## config.mk

```make
export PLATFORM = sky130hd
export DESIGN_NAME = wb_write_queue_flat
export DESIGN_NICKNAME = d
export VERILOG_FILES = /design/src/rtl/wb_write_queue_pkg.sv /design/src/rtl/wb_write_queue_if.sv /design/src/rtl/wb_fwd_match.sv /design/src/rtl/wb_write_queue.sv /design/src/flat_wrapper.sv
export SDC_FILE = /design/constraint.sdc
export NUM_CORES = 1
export LEC_CHECK = 0
export ABC_AREA = 0
export BUFFER_PORTS_ARGS = -buffer_cell sky130_fd_sc_hd__buf_2
export CAP_MARGIN = 0
export CORE_ASPECT_RATIO = 0.8
export CORE_MARGIN = 2
export CORE_UTILIZATION = 50
export DETAILED_ROUTE_END_ITERATION = 10
export MAX_ROUTING_LAYER = met4
export PLACE_DENSITY = 0.76
export SLEW_MARGIN = 20
export SYNTH_ARGS = -nofsm -noshare
export SYNTH_HDL_FRONTEND = slang
export SYNTH_SLANG_ARGS = --single-unit
```

## constraint.sdc

```tcl
create_clock -name clk -period 5 [get_ports clk]
set_input_delay 0.75 -clock clk [delete_from_list [all_inputs] [get_ports clk]]
set_output_delay 0.75 -clock clk [all_outputs]
set_load 0.02 [all_outputs]
```

## src/rtl/wb_write_queue_pkg.sv

```systemverilog
// Shared sizing defaults for the write-back queue and its forwarding search.
// Pointer width is derived from DEPTH; count carries one extra bit for "full".
package wb_write_queue_pkg;

  localparam int XLEN_DEF  = 32;
  localparam int REG_W_DEF = 5;
  localparam int DEPTH_DEF = 4;
  localparam int PTR_W_DEF = $clog2(DEPTH_DEF);

  function automatic int ptr_w(input int depth);
    return $clog2(depth);
  endfunction

endpackage

```

## src/rtl/wb_write_queue_if.sv

```systemverilog
// Pipeline-side bundle of the write-back queue: result inputs, stall, register-file
// write port, two decode forwarding ports and status.
interface wb_write_queue_if
  import wb_write_queue_pkg::*;
#(
  parameter int DEPTH = DEPTH_DEF,
  parameter int XLEN  = XLEN_DEF,
  parameter int REG_W = REG_W_DEF
);

  localparam int CNT_W = ptr_w(DEPTH) + 1;

  logic             ld_valid;
  logic [REG_W-1:0] ld_rd;
  logic [XLEN-1:0]  ld_data;
  logic             alu_valid;
  logic [REG_W-1:0] alu_rd;
  logic [XLEN-1:0]  alu_data;
  logic             stall;

  logic             regwrite;
  logic [REG_W-1:0] write_reg;
  logic [XLEN-1:0]  write_data;

  logic [REG_W-1:0] fwd_reg_1;
  logic [REG_W-1:0] fwd_reg_2;
  logic             fwd_hit_1;
  logic             fwd_hit_2;
  logic [XLEN-1:0]  fwd_data_1;
  logic [XLEN-1:0]  fwd_data_2;

  logic [CNT_W-1:0] count;
  logic             overflow_err;

  // master = pipeline feeding the queue, slave = the queue itself
  modport master (
    output ld_valid, ld_rd, ld_data, alu_valid, alu_rd, alu_data,
    output fwd_reg_1, fwd_reg_2,
    input  stall, regwrite, write_reg, write_data,
    input  fwd_hit_1, fwd_hit_2, fwd_data_1, fwd_data_2,
    input  count, overflow_err
  );

  modport slave (
    input  ld_valid, ld_rd, ld_data, alu_valid, alu_rd, alu_data,
    input  fwd_reg_1, fwd_reg_2,
    output stall, regwrite, write_reg, write_data,
    output fwd_hit_1, fwd_hit_2, fwd_data_1, fwd_data_2,
    output count, overflow_err
  );

endinterface

```

## src/rtl/wb_fwd_match.sv

```systemverilog
// Combinational youngest-match search over the output stage and queued entries.
// Zero latency; no backpressure -- a pure lookup.
module wb_fwd_match
  import wb_write_queue_pkg::*;
#(
  parameter int DEPTH = DEPTH_DEF,
  parameter int XLEN  = XLEN_DEF,
  parameter int REG_W = REG_W_DEF
) (
  input  logic [DEPTH-1:0]            ent_vld,
  input  logic [DEPTH-1:0][REG_W-1:0] ent_rd,
  input  logic [DEPTH-1:0][XLEN-1:0]  ent_data,
  input  logic [ptr_w(DEPTH)-1:0]     head,
  input  logic                        out_vld,
  input  logic [REG_W-1:0]            out_rd,
  input  logic [XLEN-1:0]             out_data,
  input  logic [REG_W-1:0]            fwd_reg,
  output logic                        fwd_hit,
  output logic [XLEN-1:0]             fwd_data
);

  localparam int PTR_W = ptr_w(DEPTH);

  // Walk oldest-to-youngest starting at head so later matches overwrite earlier ones.
  always_comb begin
    logic [PTR_W-1:0] idx;
    fwd_hit  = 1'b0;
    fwd_data = '0;
    idx      = head;
    if (out_vld && (out_rd == fwd_reg)) begin
      fwd_hit  = 1'b1;
      fwd_data = out_data;
    end
    for (int i = 0; i < DEPTH; i++) begin
      idx = head + PTR_W'(i);
      if (ent_vld[idx] && (ent_rd[idx] == fwd_reg)) begin
        fwd_hit  = 1'b1;
        fwd_data = ent_data[idx];
      end
    end
  end

endmodule

```

## src/rtl/wb_write_queue.sv

```systemverilog
// Write-back queue merging load and ALU results into one register-file write per cycle;
// one-cycle queue-to-port latency, stalls upstream below two free slots and drops on overflow.
module wb_write_queue
  import wb_write_queue_pkg::*;
#(
  parameter int DEPTH = DEPTH_DEF,
  parameter int XLEN  = XLEN_DEF,
  parameter int REG_W = REG_W_DEF
) (
  input  logic              clk,
  input  logic              rst,
  wb_write_queue_if.slave   bus
);

  localparam int PTR_W = ptr_w(DEPTH);
  localparam int CNT_W = PTR_W + 1;

  logic [DEPTH-1:0]            ent_vld;
  logic [DEPTH-1:0][REG_W-1:0] ent_rd;
  logic [DEPTH-1:0][XLEN-1:0]  ent_data;
  logic [PTR_W-1:0]            head;
  logic [PTR_W-1:0]            tail;
  logic [CNT_W-1:0]            cnt;

  logic                        regwrite_q;
  logic [REG_W-1:0]            write_reg_q;
  logic [XLEN-1:0]             write_data_q;
  logic                        overflow_q;

  logic                        stall_w;
  logic                        pop;
  logic                        drop;
  logic [1:0]                  n_in;
  logic                        we0;
  logic                        we1;
  logic [REG_W-1:0]            rd0;
  logic [REG_W-1:0]            rd1;
  logic [XLEN-1:0]             dat0;
  logic [XLEN-1:0]             dat1;
  logic [PTR_W-1:0]            tail_p1;

  logic                        hit_1;
  logic                        hit_2;
  logic [XLEN-1:0]             data_1;
  logic [XLEN-1:0]             data_2;

  assign stall_w = (cnt >= CNT_W'(DEPTH - 1));
  assign pop     = (cnt != '0);
  assign drop    = stall_w && (bus.ld_valid || bus.alu_valid);
  assign tail_p1 = tail + PTR_W'(1);

  // The load is the older instruction, so it takes the first free slot.
  always_comb begin
    we0  = 1'b0;
    we1  = 1'b0;
    rd0  = '0;
    rd1  = '0;
    dat0 = '0;
    dat1 = '0;
    n_in = 2'd0;
    if (!stall_w) begin
      if (bus.ld_valid) begin
        we0  = 1'b1;
        rd0  = bus.ld_rd;
        dat0 = bus.ld_data;
        n_in = 2'd1;
        if (bus.alu_valid) begin
          we1  = 1'b1;
          rd1  = bus.alu_rd;
          dat1 = bus.alu_data;
          n_in = 2'd2;
        end
      end else if (bus.alu_valid) begin
        we0  = 1'b1;
        rd0  = bus.alu_rd;
        dat0 = bus.alu_data;
        n_in = 2'd1;
      end
    end
  end

  always_ff @(posedge clk or negedge rst) begin
    if (!rst) begin
      head         <= '0;
      tail         <= '0;
      cnt          <= '0;
      ent_vld      <= '0;
      ent_rd       <= '0;
      ent_data     <= '0;
      regwrite_q   <= 1'b0;
      write_reg_q  <= '0;
      write_data_q <= '0;
      overflow_q   <= 1'b0;
    end else begin
      if (pop) begin
        regwrite_q    <= 1'b1;
        write_reg_q   <= ent_rd[head];
        write_data_q  <= ent_data[head];
        ent_vld[head] <= 1'b0;
        head          <= head + PTR_W'(1);
      end else begin
        regwrite_q <= 1'b0;
      end
      // Enqueue slots never collide with head: stall guarantees two free slots.
      if (we0) begin
        ent_vld[tail]  <= 1'b1;
        ent_rd[tail]   <= rd0;
        ent_data[tail] <= dat0;
      end
      if (we1) begin
        ent_vld[tail_p1]  <= 1'b1;
        ent_rd[tail_p1]   <= rd1;
        ent_data[tail_p1] <= dat1;
      end
      tail <= tail + PTR_W'(n_in);
      cnt  <= cnt + CNT_W'(n_in) - CNT_W'(pop);
      if (drop) begin
        overflow_q <= 1'b1;
      end
    end
  end

  wb_fwd_match #(.DEPTH(DEPTH), .XLEN(XLEN), .REG_W(REG_W)) u_fwd_1 (
    .ent_vld  (ent_vld),
    .ent_rd   (ent_rd),
    .ent_data (ent_data),
    .head     (head),
    .out_vld  (regwrite_q),
    .out_rd   (write_reg_q),
    .out_data (write_data_q),
    .fwd_reg  (bus.fwd_reg_1),
    .fwd_hit  (hit_1),
    .fwd_data (data_1)
  );

  wb_fwd_match #(.DEPTH(DEPTH), .XLEN(XLEN), .REG_W(REG_W)) u_fwd_2 (
    .ent_vld  (ent_vld),
    .ent_rd   (ent_rd),
    .ent_data (ent_data),
    .head     (head),
    .out_vld  (regwrite_q),
    .out_rd   (write_reg_q),
    .out_data (write_data_q),
    .fwd_reg  (bus.fwd_reg_2),
    .fwd_hit  (hit_2),
    .fwd_data (data_2)
  );

  assign bus.stall        = stall_w;
  assign bus.regwrite     = regwrite_q;
  assign bus.write_reg    = write_reg_q;
  assign bus.write_data   = write_data_q;
  assign bus.fwd_hit_1    = hit_1;
  assign bus.fwd_hit_2    = hit_2;
  assign bus.fwd_data_1   = data_1;
  assign bus.fwd_data_2   = data_2;
  assign bus.count        = cnt;
  assign bus.overflow_err = overflow_q;

endmodule

```

## src/flat_wrapper.sv

```systemverilog
// flat-port wrapper written by rule: the top's interface ports become plain ports
module wb_write_queue_flat import wb_write_queue_pkg::*;
#(
  parameter int DEPTH = DEPTH_DEF,
  parameter int XLEN  = XLEN_DEF,
  parameter int REG_W = REG_W_DEF
)
  (clk, rst, bus_ld_valid, bus_ld_rd, bus_ld_data, bus_alu_valid, bus_alu_rd, bus_alu_data, bus_fwd_reg_1, bus_fwd_reg_2, bus_stall, bus_regwrite, bus_write_reg, bus_write_data, bus_fwd_hit_1, bus_fwd_hit_2, bus_fwd_data_1, bus_fwd_data_2, bus_count, bus_overflow_err);
  wb_write_queue_if #(.DEPTH(DEPTH), .XLEN(XLEN), .REG_W(REG_W)) bus_i ();
  input  logic clk;
  input  logic rst;
  input wire logic [$bits(bus_i.ld_valid)-1:0] bus_ld_valid;
  input wire logic [$bits(bus_i.ld_rd)-1:0] bus_ld_rd;
  input wire logic [$bits(bus_i.ld_data)-1:0] bus_ld_data;
  input wire logic [$bits(bus_i.alu_valid)-1:0] bus_alu_valid;
  input wire logic [$bits(bus_i.alu_rd)-1:0] bus_alu_rd;
  input wire logic [$bits(bus_i.alu_data)-1:0] bus_alu_data;
  input wire logic [$bits(bus_i.fwd_reg_1)-1:0] bus_fwd_reg_1;
  input wire logic [$bits(bus_i.fwd_reg_2)-1:0] bus_fwd_reg_2;
  output wire logic [$bits(bus_i.stall)-1:0] bus_stall;
  output wire logic [$bits(bus_i.regwrite)-1:0] bus_regwrite;
  output wire logic [$bits(bus_i.write_reg)-1:0] bus_write_reg;
  output wire logic [$bits(bus_i.write_data)-1:0] bus_write_data;
  output wire logic [$bits(bus_i.fwd_hit_1)-1:0] bus_fwd_hit_1;
  output wire logic [$bits(bus_i.fwd_hit_2)-1:0] bus_fwd_hit_2;
  output wire logic [$bits(bus_i.fwd_data_1)-1:0] bus_fwd_data_1;
  output wire logic [$bits(bus_i.fwd_data_2)-1:0] bus_fwd_data_2;
  output wire logic [$bits(bus_i.count)-1:0] bus_count;
  output wire logic [$bits(bus_i.overflow_err)-1:0] bus_overflow_err;
  assign bus_i.ld_valid = bus_ld_valid;
  assign bus_i.ld_rd = bus_ld_rd;
  assign bus_i.ld_data = bus_ld_data;
  assign bus_i.alu_valid = bus_alu_valid;
  assign bus_i.alu_rd = bus_alu_rd;
  assign bus_i.alu_data = bus_alu_data;
  assign bus_i.fwd_reg_1 = bus_fwd_reg_1;
  assign bus_i.fwd_reg_2 = bus_fwd_reg_2;
  assign bus_stall = bus_i.stall;
  assign bus_regwrite = bus_i.regwrite;
  assign bus_write_reg = bus_i.write_reg;
  assign bus_write_data = bus_i.write_data;
  assign bus_fwd_hit_1 = bus_i.fwd_hit_1;
  assign bus_fwd_hit_2 = bus_i.fwd_hit_2;
  assign bus_fwd_data_1 = bus_i.fwd_data_1;
  assign bus_fwd_data_2 = bus_i.fwd_data_2;
  assign bus_count = bus_i.count;
  assign bus_overflow_err = bus_i.overflow_err;
  wb_write_queue #(.DEPTH(DEPTH), .XLEN(XLEN), .REG_W(REG_W)) u_core (.clk(clk), .rst(rst), .bus(bus_i));
endmodule
```

Word level (Yosys, flattened, before mapping)
Index checks and enable logic that the tools add are counted.

storage, ports and cells
  register bits = 198
  latch bits = 0
  RAM bits = 0
  ROM bits = 0
  input bits = 88
  word-level logic and storage cells = 152
  memories kept = 0

operators by class
  $add $sub $neg = 7
  multipliers = 0
  divide/modulo/power cells = 0
  order comparisons = 10
  equal/unequal tests = 10
  shifts and indexed selects = 0
  mux-type cells = 89
  bitwise gates (word level) = 4
  reductions and logical operators = 16

operators by type and width
  cell                 number
  $mux 32              21
  $bmux 32 s2          4
  $bwmux 128           2
  $mux 128             2
  $demux 32 s2         2
  $mux 5               11
  $eq 5x5->1           10
  $bmux 5 s2           4
  $bwmux 20            2
  $mux 20              2
  $mux 1               24
  $demux 5 s2          2
  $lt 2x3->1 const B   6
  $logic_and 1x1->1    14
  $mux 4               3
  $bmux 1 s2           4
  $or 4x4->4           2
  $demux 1 s2          3
  $ge 2x1->1 const B   3
  $mux 2               3
  $add 2x1->2 const B  2
  $add 2x2->2 const B  2
  $and 4x4->4          1
  $not 4->4            1
  6 further kinds      6

Depth between registers and ports, before layout
Gate-level depths: netlist (run 1).

  depth after elaboration = 11
  mapped depth = 16
  mapped depth without buffers = 8

Modules after synthesis
From an unflattened synthesis (run 1), not the netlist that was laid out.

unflattened totals
  cells, all modules = 2415
  area total of the unflattened synthesis = 20679.8 um^2

modules (own cells, without submodules)
  module          times used  cells an instance  area an instance (um^2)  sequential area each (um^2)
  wb_write_queue  1           991                10747.8                  4954.8
  wb_fwd_match    2           712                4966.0                   0.0

Worst setup path after synthesis (run 1)
OpenSTA, ideal clock, no wires.

  path kind = reg2out
  start = register u_core.head[1]
  end = output bus_fwd_data_1[30]
  data arrival time = 3.740 ns
  slack = 0.510 ns
  stages on the path, launching flop included = 16
  path through = dfrtp_1 > buf_4 > buf_2 > buf_1 > buf_2 > inv_1 > ha_1 > buf_2 > mux4_2 > xor2_1 > nor4_2 > and2_1 > buf_4 > buf_6 > a221oi_1 > o221ai_1

on the way
  word-level cells in the longest chain between the ends = 8
  elaborated cells on any way between the ends = 39

ends and longest elaborated chain
  element                                                     line                                    text
  from (decl)                                                 wb_write_queue.sv:21                    logic [PTR_W-1:0] head;
  from (signal assigned)                                      wb_write_queue.sv:100                   head <= head + PTR_W'(1);
  $add 2x1->2 or $bmux 5 s2 (tied branches)                   wb_fwd_match.sv:35, wb_fwd_match.sv:36
  $bmux 5 s2 or $mux 5 (tied branches)                        wb_fwd_match.sv:36                      if (ent_vld[idx] && (ent_rd[idx] == fwd_reg)) begin
  $mux 5 (not written as such) or $eq 5x5->1 (tied branches)  wb_fwd_match.sv:36
  $eq 5x5->1 or $logic_and 1x1->1 (tied branches)             wb_fwd_match.sv:36
  $logic_and 1x1->1 or $mux 32 (tied branches)                wb_fwd_match.sv:36
  $mux 32 (2 in a row)                                        wb_fwd_match.sv:36
  $mux 32 *                                                   wb_fwd_match.sv:36
  to (decl)                                                   flat_wrapper.sv:26                      output wire logic [$bits(bus_i.fwd_data_1)-1:0] bus_fwd_data_1;

Mark *: on every way between the ends. The rest lies on a longest branch, timed or not. The select of a mux whose other input is x is not followed.

Final worst setup path (run 1)
  start = register u_core.head[0]
  end = output bus_fwd_data_1[30]

Same word-level chain as after synthesis.

==> impl_metrics.tcl, run 1 <==
set metrics [dict create \
    status "finished clean" \
    grt_use_total 0.3261 \
    rr_endpoint "u_core.ent_data[45]$_DFF_PN0_" \
    worst_setup_path_end_kind "output port" \
    wl_per_cell_um 24.31 \
    slew_headroom 0.2888 \
    chipHeight_um 166.5 \
    finalSetupViolCount 0 \
    synth_compound_area_frac 0.1784 \
    fin_ws_ps 167.0 \
    synth_simple_gate_area_frac 0.1353 \
    vias 15616 \
    die_area_um2 34490 \
    cts_tree "yes" \
    cts.clk_slew.worst_paths_ps 80 \
    postCtsHoldBufs 0 \
    hpwl_um 37090 \
    regMostFlops "u_core.ent_data" \
    skew_ps 12.55 \
    path_class "reg2out" \
    wl_met2_um 25240 \
    synthCells 1770 \
    grt_pass1_vias 15014 \
    final-instance-count-excl-fill 2298 \
    synth.avg_cell_area_um2 9.327 \
    antenna_left 0 \
    synth.net_count 1869 \
    avgViaCountPerCell 6.795 \
    cp_max_fo 21 \
    portBuffers 196 \
    h-tree-depth 4 \
    power.total_mw 10.13 \
    drt_pass1_iterations 6 \
    layout_common_cells "405 x nand2_1, 196 x dfrtp_1, 195 x buf_2" \
    dr.first_iter.drc_count 1888 \
    final_max_slew_viol_count 0 \
    setup_tns_ps 0 \
    power_density_nw_per_um2 551.9 \
    grt_antenna_before_repair 0 \
    hold_viol 0 \
    period_share 0.9666 \
    drive_gt1_frac 0.2576 \
    antenna_cells 0 \
    cp.required_ps 4250 \
    core_area_um2 32480 \
    top_layer "met4" \
    met1_length_um 22240 \
    start_util 0.5082 \
    synth_top_family_by_area "multiplexers" \
    drv_cap 0 \
    regToRegStartpoint "u_core.bus.count[0]$_DFF_PN0_" \
    ys_seq_area_frac 0.3001 \
    worstMarginPinSlew_ps 1067 \
    cts_root_buf "clkbuf_16" \
    met3_length_um 6168 \
    rsz0062_at_grt "no" \
    post-cts-setup-buffers 0 \
    worstSetupStartpointType "register" \
    cts-buffers-inserted 17 \
    num-nets-final 1957 \
    clkLatencyLatePin_ps 450 \
    fmax_ghz 0.2069 \
    ys_ff_latch 198 \
    ys_warn_count 0 \
    period_needed_ps 4833 \
    reg2regPathDepth 7 \
    io_pins 197 \
    synthAdderAreaFrac 0.008792 \
    arrival_ps 4080 \
    rows 59 \
    wirelength_um 55860 \
    regToRegSetupSlack_ps 2050 \
    dp_slack_ps 684.3 \
    ir_worst_vdd_v 0.0004059 \
    layout_commonest_cell "nand2_1" \
    hp-class "in2async" \
    synthMuxAreaShare 0.2929 \
    area_growth_pct 11.17 \
    netlist_area_um2 16510 \
    overflow 0 \
    die_x_um 207.2 \
    p_leak_nw 8.400 \
    grt_max_degree 118 \
    grt_pass1_wl_um 86310 \
    ys_types 41 \
    synth_xor_area_frac 0.02918 \
    place.gp.congestion 0.9383 \
    route.detailed.drc 0 \
    clockBufferDepth 2 \
    cts.sinks 198 \
    dp_cells 2266 \
    largest_reg_flops 128 \
]
## cell type report
cell class	instances	area, um2
Clock buffer	20	466.7
Clock inverter	12	163.9
Fill cell	2845	14130
Inverter	11	41.29
Multi-Input combinational cell	1380	10720
Sequential cell	198	4962
Tap cell	427	534.3
Timing Repair Buffer	250	1460
## Yosys cell counts
| master | n | area, um2 |
|---|---|---|
| nand3_1 | 4 | 20.02 |
| buf_12 | 4 | 80.08 |
| and2_1 | 7 | 43.79 |
| nor4_2 | 2 | 25.02 |
| dfrtp_1 | 198 | 4955 |
| inv_1 | 10 | 37.54 |
| nor2_1 | 123 | 461.7 |
| a21oi_1 | 44 | 220.2 |
| nand2b_2 | 2 | 17.52 |
| o21ai_0 | 182 | 910.9 |
| a21oi_2 | 1 | 8.760 |
| buf_2 | 35 | 175.2 |
| a221oi_2 | 29 | 435.4 |
| buf_1 | 17 | 63.81 |
| mux2i_1 | 176 | 1762 |
| fa_1 | 1 | 20.02 |
| or2_0 | 2 | 12.51 |
| o21bai_1 | 1 | 7.510 |
| a221oi_1 | 35 | 306.5 |
| nor3b_1 | 2 | 15.01 |
| buf_4 | 6 | 45.04 |
| mux2_2 | 32 | 360.4 |
| a31oi_1 | 1 | 6.260 |
| nand3b_1 | 2 | 15.01 |
| o221ai_1 | 64 | 560.5 |
| nand4_1 | 4 | 25.02 |
| nor4_1 | 5 | 31.28 |
| and3_1 | 1 | 6.260 |
| mux4_2 | 117 | 2635 |
| ha_1 | 10 | 125.1 |
| clkbuf_1 | 111 | 416.7 |
| xor2_1 | 33 | 289.0 |
| o211ai_1 | 64 | 480.5 |
| xnor2_1 | 22 | 192.7 |
| clkinv_1 | 1 | 3.750 |
| mux4_1 | 3 | 78.83 |
| buf_6 | 8 | 90.09 |
| nor3_1 | 3 | 15.01 |
| nand2_1 | 406 | 1524 |
| a211o_1 | 1 | 8.760 |
| nor4_4 | 1 | 21.27 |
## where the power goes
group          switching, mW  internal (mW)  total [mW]
registers              0.684           2.08        2.76
clock network          0.682          0.840        1.52
logic                   3.38           2.46        5.84
total                   4.75           5.38        10.1
## kinds of logic after synthesis
family | after synthesis
simple gates | 564
flops | 198
mux | 328
compound gates | 422
fa+ha+maj | 11
buf+inv | 192
xor+xnor | 55
## critical path, stage by stage (launching register included)
cell and delay [ps]:
dfrtp_4 650, buf_4 400, mux4_1 680, xor2_1 180
nor4_2 260, and2_2 590, buf_12 280, a221oi_1 80
o221ai_1 290, buf_2 220
## routing by layer
| metal | track usage | up-vias |
|---|---|---|
| li1 | - | 6723 |
| met1 | 0.4313 | 7631 |
| met2 | 0.4817 | 1070 |
| met3 | 0.07882 | 192 |
| met4 | 0.1351 | 0 |
| met5 | - | - |
## worst max path at each step
stage	startpoint	to
global route	u_core.head[0]$_DFFE_PN0N_	bus_fwd_data_1[30]
CTS	u_core.head[0]$_DFFE_PN0N_	bus_fwd_data_1[27]
global placement	u_core.head[0]$_DFFE_PN0N_	bus_fwd_data_1[28]
floorplan	u_core.head[1]$_DFFE_PN0N_	bus_fwd_data_1[30]
finish	u_core.head[0]$_DFFE_PN0N_	bus_fwd_data_1[30]
detailed placement	u_core.head[0]$_DFFE_PN0N_	bus_fwd_data_1[27]
## timing repair
| item | in CTS | in global routing |
|---|---|---|
| hold endpoints to repair | 0 | 0 |
| resized for setup | 0 | 2 |
| endpoints found under the setup margin | 0 | 14 |
## through the flow
| stage | util | hold WS (ps) | instance area, um2 |
|---|---|---|---|
| floorplan | - | 454.4 | 16510 |
| global placement | 0.5448 | 467.2 | 17690 |
| detailed placement | 0.5452 | 465.9 | 17710 |
| CTS | 0.5646 | 484.8 | 18340 |
| global route | 0.5650 | 520.4 | 18350 |
| finish | 0.5650 | 395.9 | 18350 |
Note: power is estimated with default switching activity, not from simulation.
==> inputs of run 2 (changes only) <==
Settings changed: ABC_CLOCK_PERIOD_IN_PS from default to 5000, CTS_CLUSTER_DIAMETER from default to 50, PLACE_DENSITY 0.76 to 0.75, SYNTH_HIERARCHICAL from default to 1.
==> impl_metrics.tcl, run 2 <==
set metrics [dict create \
    cts-buffers-inserted 17 \
    path_class "reg2out" \
    yosys.area.top_type_share 0.2396 \
    status "finished clean" \
    period_needed_ps 4777 \
    p_sw_mw 7.548 \
    grt_use_total 0.3337 \
    rsz0062_at_grt "no" \
    worst_setup_path_end_kind "output port" \
    ys_ff_latch 198 \
    overflow 0 \
    clkLatencyLatePin_ps 470 \
    cp_max_fo 55 \
    cts_root_buf "clkbuf_16" \
    p_clk_frac 0.098 \
    h-tree-depth 4 \
    io_pins 197 \
    chipHeight_um 185.9 \
    grt_pass1_wl_um 110000 \
    yosys-top-cells-count "336 x mux2i_1, 233 x o21ai_0, 229 x nand2_1" \
    ys_warn_count 6 \
    drv_cap 0 \
    avgViaCountPerCell 7.013 \
    cts.sinks 198 \
    grt_max_degree 250 \
    synthMostInstantiatedCell "mux2i_1" \
    synth_edf_count 0 \
    ff_latch_area_um2 4962 \
    synth_top_area_cell "dfrtp_1" \
    netlist_area_um2 20680 \
    layout_common_cells "336 x mux2i_1, 233 x o21ai_0, 226 x nand2_1" \
    wl_per_cell_um 24.12 \
    cts-resized-gates 0 \
    cp.required_ps 4250 \
    finalSetupViolCount 0 \
    synthArstFlopShare 1.000 \
    power_density_nw_per_um2 654.0 \
    ys_seq_area_frac 0.2396 \
    fillers 3632 \
    hpwl_um 44060 \
    ir_worst_vdd_v 0.0005657 \
    core_area_um2 40710 \
    portBuffers 196 \
    hp-class "in2async" \
    dr.first_iter.drc_count 2582 \
    whs_ps 387.4 \
    regMostFlops "u_core/ent_data" \
    setup_tns_ps 0 \
    num-nets-final 2502 \
    fmax_ghz 0.2093 \
    layout_commonest_cell "mux2i_1" \
    postCtsHoldBufs 0 \
    final_max_slew_viol_count 0 \
    antenna_left 0 \
    largest_reg_flops 128 \
    swShare 0.5212 \
    synth.area.top_cells "dfrtp_1 24%, mux2i_1 16%, o21ai_0 5.6%" \
    pwr-share-comb 0.644 \
    die_area_um2 43010 \
    period_share 0.9554 \
    die_x_um 231.4 \
    drt_pass1_iterations 6 \
    grt_antenna_before_repair 1 \
    vias 20766 \
    arrival_ps 4030 \
    ys_types 56 \
    rows 66 \
    skew_ps 14.86 \
    worstMarginPinSlew_ps 1124 \
    cts_tree "yes" \
    route.detailed.drc 0 \
    grt_pass1_vias 19541 \
    start_util 0.5080 \
    postLayoutCoreUtil 0.5439 \
    synth.avg_cell_area_um2 8.563 \
    clockBufferDepth 2 \
    synthCells 2415 \
    synthFlopType "dfrtp_1" \
    hold_viol 0 \
    synth.net_count 2514 \
    multi_input_area_um2 14350 \
    p_int_mw 6.933 \
    worstSetupStartpointType "register" \
    drive_gt1_frac 0.2041 \
    slew_headroom 0.2506 \
    cts.clk_slew.worst_paths_ps 80 \
    p_leak_nw 9.737 \
    place.gp.congestion 0.9511 \
    area_growth_pct 7.073 \
    seqPwrFrac 0.258 \
    wirelength_um 71420 \
]
==> run 2: area by class of cell <==
cell class              instances  share of cell area
repair buffers                248             0.06826
diodes                          1           0.0001130
inverters                      18            0.003051
well taps                     544             0.03074
clock inverters                15            0.006385
clock buffers                  17             0.01921
multi-input cells            1920              0.6481
flip-flops and latches        198              0.2241
==> run 2: power groups by stage <==
stage | sequential (mW) | combinational (mW) | clock [mW]
final | 3.74 | 9.33 | 1.41
after global routing | 3.87 | 10.1 | 1.50
after CTS | 3.68 | 9.10 | 1.43
after detailed placement | 3.71 | 9.07 | 0
after global placement | 3.64 | 8.72 | 0
after floorplan | 3.27 | 7.41 | 0
==> run 2: cell families after synthesis <==
group / count (synthesis) / synth area share
compound gates: 810 / 0.2622
xor+xnor: 65 / 0.02826
fa+ha+maj: 11 / 0.007018
buf+inv: 297 / 0.07031
flops: 198 / 0.2396
mux: 476 / 0.2593
simple gates: 558 / 0.1333
==> run 2: final timing paths <==
path | from | end | slack, ps | cells past startpoint
max in group asynchronous | rst | u_core/ent_data[72]$_DFF_PN0_ | 3530 | 2
min in group clk | u_core/bus.overflow_err$_DFFE_PN0P_ | u_core/bus.overflow_err$_DFFE_PN0P_ | 480 | 1
min reg2reg | u_core/bus.overflow_err$_DFFE_PN0P_ | u_core/bus.overflow_err$_DFFE_PN0P_ | 480 | 1
max reg2reg | u_core/head[0]$_DFFE_PN0N_ | u_core/bus.write_data[10]$_DFFE_PN0N_ | 1610 | 4
min | rst | u_core/ent_rd[6]$_DFF_PN0_ | 390 | 1
max | u_core/head[1]$_DFFE_PN0N_ | bus_fwd_data_2[30] | 220 | 9
==> run 2: critical path, stage by stage (launching register included) <==
cell and delay [ps]:
dfrtp_4 940, buf_4 360, mux2i_1 260, mux2i_1 120, xnor2_1 330, nand2_1 240
o221ai_4 450, buf_4 390, o22ai_1 230, buf_2 210
==> run 2: per-stage QoR <==
stage / instance area [um2] / power, mW / setup WS, ps / cells
3_3_place_gp: 21520 / 12.36 / 878.5 / 2922
5_1_grt: 22140 / 15.42 / 58.69 / 2961
2_1_floorplan: 20680 / 10.67 / 1622 / 2415
6_report: 22140 / 14.48 / 223.0 / 2961
3_5_place_dp: 21530 / 12.78 / 774.8 / 2922
4_1_cts: 22090 / 14.21 / 255.4 / 2954
==> run 2: routing by layer <==
layer | routed length [um] | track usage | part of all wire | up-vias
met4 | 3492 | 0.1677 | 0.049 | 0
met2 | 32320 | 0.5183 | 0.45 | 1273
met5 | 0 | - | 0 | -
met3 | 7073 | 0.05591 | 0.099 | 255
li1 | - | - | - | 9238
met1 | 28530 | 0.4218 | 0.40 | 10000
==> run 2: what timing repair did <==
item | CTS | global route
setup buffers | 0 | 6
endpoints found under the hold margin | 0 | 0
setup endpoints to repair | 0 | 1
